[src/rtl/seq_alu_pkg.sv]
// seq_alu shared definitions: op encodings and FSM states.
// Build option: SEQ_ALU_MUL_EN enables the sequential multiplier.
package seq_alu_pkg;

    typedef enum logic [2:0] {
        OP_ADD = 3'b000,
        OP_SUB = 3'b001,
        OP_AND = 3'b010,
        OP_OR  = 3'b011,
        OP_XOR = 3'b100,
        OP_SHL = 3'b101,
        OP_SHR = 3'b110,
        OP_MUL = 3'b111
    } op_e;

    typedef enum logic [1:0] {
        S_IDLE = 2'd0,
        S_BUSY = 2'd1,
        S_DONE = 2'd2
    } state_e;

    localparam int OPW = 3;

endpackage

[src/rtl/seq_alu_mul.sv]
// Shift-add multiplier, WIDTH iterations per product.
// Only instantiated when SEQ_ALU_MUL_EN is defined.
module seq_alu_mul
    import seq_alu_pkg::*;
#(
    parameter int WIDTH = 8
) (
    input  logic               clk,
    input  logic               rst,
    input  logic               start,
    input  logic [WIDTH-1:0]   a,
    input  logic [WIDTH-1:0]   b,
    output logic               done,
    output logic [2*WIDTH-1:0] product
);

    localparam int CW = $clog2(WIDTH) + 1;

    logic [2*WIDTH-1:0] mcand;
    logic [WIDTH-1:0]   mplier;
    logic [CW-1:0]      cnt;
    logic               running;

    // The start edge already performs the first iteration.
    always_ff @(posedge clk) begin
        if (rst) begin
            product <= '0;
            mcand   <= '0;
            mplier  <= '0;
            cnt     <= '0;
            running <= 1'b0;
            done    <= 1'b0;
        end else if (start) begin
            product <= b[0] ? {{WIDTH{1'b0}}, a} : '0;
            mcand   <= {{(WIDTH-1){1'b0}}, a, 1'b0};
            mplier  <= b >> 1;
            cnt     <= CW'(WIDTH - 1);
            running <= 1'b1;
            done    <= 1'b0;
        end else if (running) begin
            if (mplier[0]) begin
                product <= product + mcand;
            end
            mcand  <= mcand << 1;
            mplier <= mplier >> 1;
            cnt    <= cnt - CW'(1);
            if (cnt == CW'(1)) begin
                running <= 1'b0;
                done    <= 1'b1;
            end
        end else begin
            done <= 1'b0;
        end
    end

endmodule

[src/rtl/seq_alu.sv]
// Handshaked sequential ALU with registered result and flags.
// Build option: SEQ_ALU_MUL_EN selects the multi-cycle MUL path.
module seq_alu
    import seq_alu_pkg::*;
#(
    parameter int WIDTH = 8,
    parameter int SHW   = $clog2(WIDTH)
) (
    input  logic             clk,
    input  logic             rst,
    input  logic             in_valid,
    output logic             in_ready,
    input  logic [WIDTH-1:0] A,
    input  logic [WIDTH-1:0] B,
    input  logic [2:0]       op,
    output logic             out_valid,
    input  logic             out_ready,
    output logic [WIDTH-1:0] result,
    output logic             carry,
    output logic             zero,
    output logic             overflow,
    output logic             err
);

    localparam int MSB = WIDTH - 1;

    state_e state;

    logic [WIDTH:0]   sum;
    logic [WIDTH:0]   diff;
    logic [SHW-1:0]   shamt;
    logic [WIDTH-1:0] alu_res;
    logic             alu_c;
    logic             alu_v;
    logic             alu_e;
    logic             accept;

    assign in_ready  = (state == S_IDLE);
    assign out_valid = (state == S_DONE);
    assign accept    = in_valid && in_ready;

    always_comb begin
        sum     = {1'b0, A} + {1'b0, B};
        diff    = {1'b0, A} - {1'b0, B};
        shamt   = B[SHW-1:0];
        alu_res = '0;
        alu_c   = 1'b0;
        alu_v   = 1'b0;
        alu_e   = 1'b0;
        unique case (op)
            OP_ADD: begin
                alu_res = sum[MSB:0];
                alu_c   = sum[WIDTH];
                alu_v   = (A[MSB] == B[MSB])
                        && (sum[MSB] != A[MSB]);
            end
            OP_SUB: begin
                alu_res = diff[MSB:0];
                alu_c   = diff[WIDTH];
                alu_v   = (A[MSB] != B[MSB])
                        && (diff[MSB] != A[MSB]);
            end
            OP_AND: alu_res = A & B;
            OP_OR:  alu_res = A | B;
            OP_XOR: alu_res = A ^ B;
            OP_SHL: alu_res = A << shamt;
            OP_SHR: alu_res = A >> shamt;
            OP_MUL: begin
`ifdef SEQ_ALU_MUL_EN
                alu_e = 1'b0;
`else
                alu_e = 1'b1;
`endif
            end
        endcase
    end

`ifdef SEQ_ALU_MUL_EN
    logic                 mul_start;
    logic                 mul_done;
    logic [2*WIDTH-1:0]   mul_prod;

    assign mul_start = accept && (op == OP_MUL);

    seq_alu_mul #(
        .WIDTH (WIDTH)
    ) u_mul (
        .clk     (clk),
        .rst     (rst),
        .start   (mul_start),
        .a       (A),
        .b       (B),
        .done    (mul_done),
        .product (mul_prod)
    );
`endif

    always_ff @(posedge clk) begin
        if (rst) begin
            state    <= S_IDLE;
            result   <= '0;
            carry    <= 1'b0;
            zero     <= 1'b0;
            overflow <= 1'b0;
            err      <= 1'b0;
        end else begin
            unique case (state)
                S_IDLE: begin
                    if (accept) begin
`ifdef SEQ_ALU_MUL_EN
                        if (op == OP_MUL) begin
                            state <= S_BUSY;
                        end else begin
`endif
                            state    <= S_DONE;
                            result   <= alu_res;
                            carry    <= alu_c;
                            overflow <= alu_v;
                            err      <= alu_e;
                            zero     <= (alu_res == '0);
`ifdef SEQ_ALU_MUL_EN
                        end
`endif
                    end
                end
                S_BUSY: begin
`ifdef SEQ_ALU_MUL_EN
                    if (mul_done) begin
                        state    <= S_DONE;
                        result   <= mul_prod[MSB:0];
                        carry    <= 1'b0;
                        err      <= 1'b0;
                        overflow <= |mul_prod[2*WIDTH-1:WIDTH];
                        zero     <= (mul_prod[MSB:0] == '0);
                    end
`else
                    state <= S_IDLE;
`endif
                end
                S_DONE: begin
                    if (out_ready) begin
                        state <= S_IDLE;
                    end
                end
                default: state <= S_IDLE;
            endcase
        end
    end

endmodule

[config.mk]
export PLATFORM = sky130hd
export DESIGN_NAME = seq_alu
export DESIGN_NICKNAME = d
export VERILOG_FILES = /design/src/rtl/seq_alu_pkg.sv /design/src/rtl/seq_alu_mul.sv /design/src/rtl/seq_alu.sv
export SDC_FILE = /design/constraint.sdc
export NUM_CORES = 1
export LEC_CHECK = 0
export BUFFER_PORTS_ARGS = -buffer_cell sky130_fd_sc_hd__buf_2
export CORE_UTILIZATION = 60
export CTS_BUF_LIST = sky130_fd_sc_hd__clkbuf_4 sky130_fd_sc_hd__clkbuf_8
export DETAILED_ROUTE_END_ITERATION = 10
export PLACE_DENSITY = 0.84
export SETUP_SLACK_MARGIN = 0.05
export SLEW_MARGIN = 5
export SYNTH_ARGS = -nofsm -noshare
export SYNTH_HDL_FRONTEND = slang
export SYNTH_SLANG_ARGS = --single-unit
[constraint.sdc]
create_clock -name clk -period 3.4 [get_ports clk]
set_clock_uncertainty 0.05 [all_clocks]
set_input_delay 0.68 -clock clk [delete_from_list [all_inputs] [get_ports clk]]
set_output_delay 0.68 -clock clk [all_outputs]
set_load 0.02 [all_outputs]
======== Word level (Yosys, flattened, before mapping) ========
Index checks and enable logic that the tools add are counted.
storage, ports and cells
  output and inout port bits .............. 14
  register bits ........................... 14
  input bits .............................. 23
  word-level logic and storage cells ...... 42
operators by class
  bitwise gates (word level) .............. 3
  shift-type cells ........................ 2
  reductions and logical operators ........ 8
  eq/ne operators ......................... 14
  multiplexer cells ....................... 7
  $add $sub $neg .......................... 2
operators with widths
  kind                                           count
  one-hot mux 8 bit (7 select lines)             1
  == test 3 bit, second input constant           4
  adder 8 x 8 -> 9 bit                           1
  subtractor 8 x 8 -> 9 bit                      1
  AND 8 bit                                      1
  logical NOT 8 bit                              1
  OR 8 bit                                       1
  << shifter 8 x 3 -> 8 bit                      1
  >> shifter 8 x 3 -> 8 bit                      1
  bitwise XOR 8 bit                              1
  == test 3 x 2 -> 1 bit, second input constant  2
  two-way mux 2 bit                              2
  != test 2 x 1 -> 1 bit, second input constant  2
  one-hot mux 1 bit (2 select lines)             2
  one-hot mux 2 bit (2 select lines)             1
  AND reduction 2 bit                            2
  == test 3 x 1 -> 1 bit, second input constant  1
  logical AND 1 bit                              3
  logical NOT 3 bit                              1
  != test 1 bit                                  3
  == test 2 bit, second input constant           1
  logical NOT 2 bit                              1
  == test 1 bit                                  1
  two-way mux 1 bit                              1

======== Depth between registers and ports, before layout ========
  depth in word-level cells ............... 4
  mapped depth ............................ 10
  mapped depth without buffers ............ 9

======== Worst setup path before layout ========
Ideal clock, no wire load.
  path kind ............................... input to register
  start ................................... in B[2]
  end ..................................... reg zero
  cell stages on the path ................. 10
  arrival time ............................ 2,753 ps
  setup time .............................. 96 ps
  required time ........................... 3,254 ps
  slack ................................... 501 ps
  path buffers ............................ 2
  cells stage by stage .................... buf_2 -> clkinv_1 -> ha_1 -> buf_4 -> nor3_1 -> o311ai_1 -> nand4_1 -> a2111oi_2 -> nand4_1 -> o41ai_2
on the way
  longest elaborated chain between the ends .. 3
  elaborated cells on any way between the ends .. 9
  classes of those cells .................. add/sub: 2; shift: 2; mux: 1; bitwise: 3; reduce/logical: 1
ends and longest elaborated chain
  what                                                     RTL line        RTL
  start, declared                                          seq_alu.sv:14   input logic [WIDTH-1:0] B,
  subtractor 8 x 8 -> 9 bit, or another cell as far along  seq_alu.sv:44   diff = {1'b0, A} - {1'b0, B};
  one-hot mux 8 bit (7 select lines) *                     seq_alu.sv:50   unique case (op)
  logical NOT 8 bit *                                      seq_alu.sv:120  zero <= (alu_res == '0);
  end signal, assigned                                     seq_alu.sv:120
  end, declared                                            seq_alu.sv:20   output logic zero,
Mark *: on every way between the ends. The rest lies on a longest branch, timed or not.
A chain may end at the register's enable or synchronous reset.

======== Worst setup path in the final report ========
  start ................................... in A[3]
  end ..................................... reg zero
on the way
  longest elaborated chain between the ends .. 3
  elaborated cells on any way between the ends .. 9
  classes of those cells .................. add/sub: 2; shift: 2; mux: 1; bitwise: 3; reduce/logical: 1
ends and longest elaborated chain
  what                                                     RTL line        RTL
  start, declared                                          seq_alu.sv:13   input logic [WIDTH-1:0] A,
  subtractor 8 x 8 -> 9 bit, or another cell as far along  seq_alu.sv:44
  one-hot mux 8 bit (7 select lines) *                     seq_alu.sv:50
  logical NOT 8 bit *                                      seq_alu.sv:120
Marks and branches as above.

==> flow_summary_export.csv <==
group,metric,value,unit
critical_path,arrival,3.03,ns
critical_path,reg2reg_to,"zero",
power_and_ir_drop,power,654,uW
floorplan,dieArea,4100,sq um
clocking,insertion_delay,0.24,ns
final_layout,layout_commonest_cell,"buf_2",
sta,fin_crit,2.94,ns
global_routing,antenna_found_initial,0,
power_and_ir_drop,p_comb_frac,0.517,
critical_path,r2r_cells,6,
placed_design,gp_congestion,0.940,
placed_design,place_hpwl,4.96,mm
global_routing,grt_start_max_net_pins,25,
sta,setup_violations,0,
critical_path,critical-path-max-stage-delay,0.51,ns
sta,rsz0062_at_grt,"no",
sta,hold_viol_final,0,
power_and_ir_drop,leakagePower,0.00112,uW
yosys,synth.distinct_cells,71,
yosys,syn-instance-count,275,
drt,initialDrtViolationCount,309,
clocking,htreeDepth,1,
clocking,clockRootBuffer,"clkbuf_8",
final_layout,final_util,0.687,
critical_path,worstPathRequired,3.50,ns
clocking,cts_resized,0,
sta,worst-slew-pin-transition,0.918,ns
global_routing,grt_overflow_total,0,
global_routing,grt_pass1_vias,2230,
clocking,clock_path_buffers,2,
outcome,status,"finished, final reports clean",
yosys,syn_nets,325,
final_layout,syn2layout_area_growth,9.69,%
clocking,cts_buffers,3,
yosys,synthTopCellsByArea,"ha_1, dfxtp_1, mux4_2, mux4_1, inv_1",
drt,vias_per_cell,6.98,
drt,wl_per_cell,18.9,um
floorplan,io_pins,37,
sta,relSlewSlack,0.386,
yosys,yosys_warnings,0,
floorplan,fp.dieW,64.1,um
power_and_ir_drop,sequentialPowerShare,0.259,
sta,setup_tns,0,ns
yosys,synth_area,2310,sq um
floorplan,initial_utilization,0.627,
clocking,hold_buffers,0,
yosys,synth_top_flop_cell,"dfxtp_1",
placed_design,io_buffers,36,
critical_path,path_class,"primary input to register",
clocking,cts_tree,"built",
final_layout,fin_nets,353,
drt,antenna_left,0,
sta,holdWs,0.402,ns
power_and_ir_drop,power_switching,262,uW
yosys,avgSynthCellArea,8.40,sq um
final_layout,drive_above_1_share,0.225,
clocking,cts_setup_buffers,0,
final_layout,final_cell_mix,"buf_2, ha_1, inv_1",
floorplan,design.core.area,3690,sq um
critical_path,cp_slowest_cell,"ha_1",
sta,final-max-slew-violation-count,0,
drt,drtPass1Iterations,5,
global_routing,grt_usage,0.332,
drt,drc,0,
floorplan,die_y,64.1,um
yosys,synth_top_area_cell,"ha_1",
critical_path,start_kind,"primary input",
final_layout,n_antenna_cell,0,
min_path,min_path_cells,2,
yosys,synth_enable_flop_cells,0,
clocking,clock_sinks,13,
power_and_ir_drop,power_density,258,nW/um^2
sta,min_period_over_period,0.863,
critical_path,critPathMaxFanout,12,
placed_design,place_area,2490,sq um
critical_path,rr_startpoint,"state[1]",
critical_path,cp-end-kind,"register",
job,maxCapViolations,0,
yosys,synth_top_area_frac,0.135,
yosys,synth-seq-cells,13,
min_path,whs_endpoint,"err",
critical_path,regToRegSetupSlack,1.59,ns
power_and_ir_drop,share_clk_of_total_power,0.224,
sta,fmax,0.341,GHz
global_routing,grt_pass1_wl,10.7,mm
min_path,hp-class,"register to register",
drt,drt_wl_total,6.61,mm
power_and_ir_drop,intPower,392,uW
floorplan,rows,22,
power_and_ir_drop,power_switching_share,0.401,
critical_path,path_cells,"buf_2 -> inv_1 -> ha_1 -> nor2b_1 -> o21ba_2 -> o31ai_1 -> o221a_2 -> o21ai_0 -> o41ai_2",
yosys,synth-async-reset-ratio,0,
min_path,min_from,"err",
drt,vias,2443,
power_and_ir_drop,irDropWorstVdd,0.183,mV
clocking,clk_pin_slew_worst_paths,0.06,ns
yosys,synth-seq-area-share,0.113,
final_layout,stdcell_area,2530,sq um
-- cell usage after synthesis (3+ instances only) --
library cell   n
a211o_1        3
a211oi_1       4
a21oi_1       12
a221oi_1       3
a22oi_1        4
buf_2         10
buf_6          3
clkbuf_1       4
dfxtp_1       13
ha_1          25
inv_1         20
mux2_2         5
mux2i_1        5
mux4_1         4
mux4_2         5
nand2_1       13
nand2b_1       8
nand3_1        8
nand4_1        7
nor2_1        17
nor2b_1        7
nor3_1        10
nor4b_1        3
o211ai_1       6
o21a_1         5
o21ai_0        5
o221a_2        3
o31ai_1        5
or3_1          4
xnor2_1        4
-- metal layers --
| metal | up-vias | global-route usage | routed length (um) |
|---|---|---|---|
| li1 | 1109 | - | - |
| met1 | 1159 | 0.463 | 2790 |
| met2 | 159 | 0.503 | 2890 |
| met3 | 16 | 0.0661 | 754 |
| met4 | 0 | 0.122 | 170 |
| met5 | - | 0 | 0 |
-- critical path, delay by kind of cell --
family          cells  cell delay (ns)
compound gates      5             1.39
simple gates        1             0.17
fa+ha+maj           1             0.51
buf+inv             2             0.27
-- power by group through the flow --
stage          clock [uW]  sequential, uW  combinational [uW]
2_1_floorplan           0             187                 225
3_3_place_gp            0             172                 323
3_5_place_dp            0             173                 327
4_1_cts               146             170                 329
5_1_grt               154             170                 364
6_report              146             169                 338
-- worst max path at each step --
stage,startpoint,end,slack [ns],depth (start not counted)
detailed placement,A[1],zero,0.26,9
finish,A[3],zero,0.46,9
global route,A[3],zero,0.26,9
floorplan,B[2],zero,0.50,10
CTS,A[1],zero,0.50,9
global placement,B[0],zero,0.32,9
-- metrics by stage --
step                      cells  setup slack, ns
after floorplan             275            0.501
after global placement      346            0.324
after detailed placement    346            0.263
after CTS                   350            0.504
after global routing        350            0.257
final                       350            0.465
-- area by class of cell --
type | count | area, sq um
multi-input combinational | 222 | 1860
fill | 323 | 1150
sequential | 13 | 260
timing repair buffer | 42 | 225
inverter | 21 | 78.8
tap | 48 | 60.1
clock buffer | 4 | 48.8
-- logic make-up after synthesis --
family | Yosys count | synth area share
AOI/OAI and AO/OA | 78 | 0.265
xor gates and xnor gates | 5 | 0.0189
adders and majority gates | 27 | 0.153
buffers and inverters | 40 | 0.0817
DFF | 13 | 0.113
muxes | 19 | 0.140
and+or+nand+nor | 93 | 0.229
-- sequential cells by signal (all words and copies together) (netlist names) --
register  count
zero          1
state         1
overflow      1
err           1
carry         1
result        8
No activity file was read; power rests on OpenSTA's default activity.
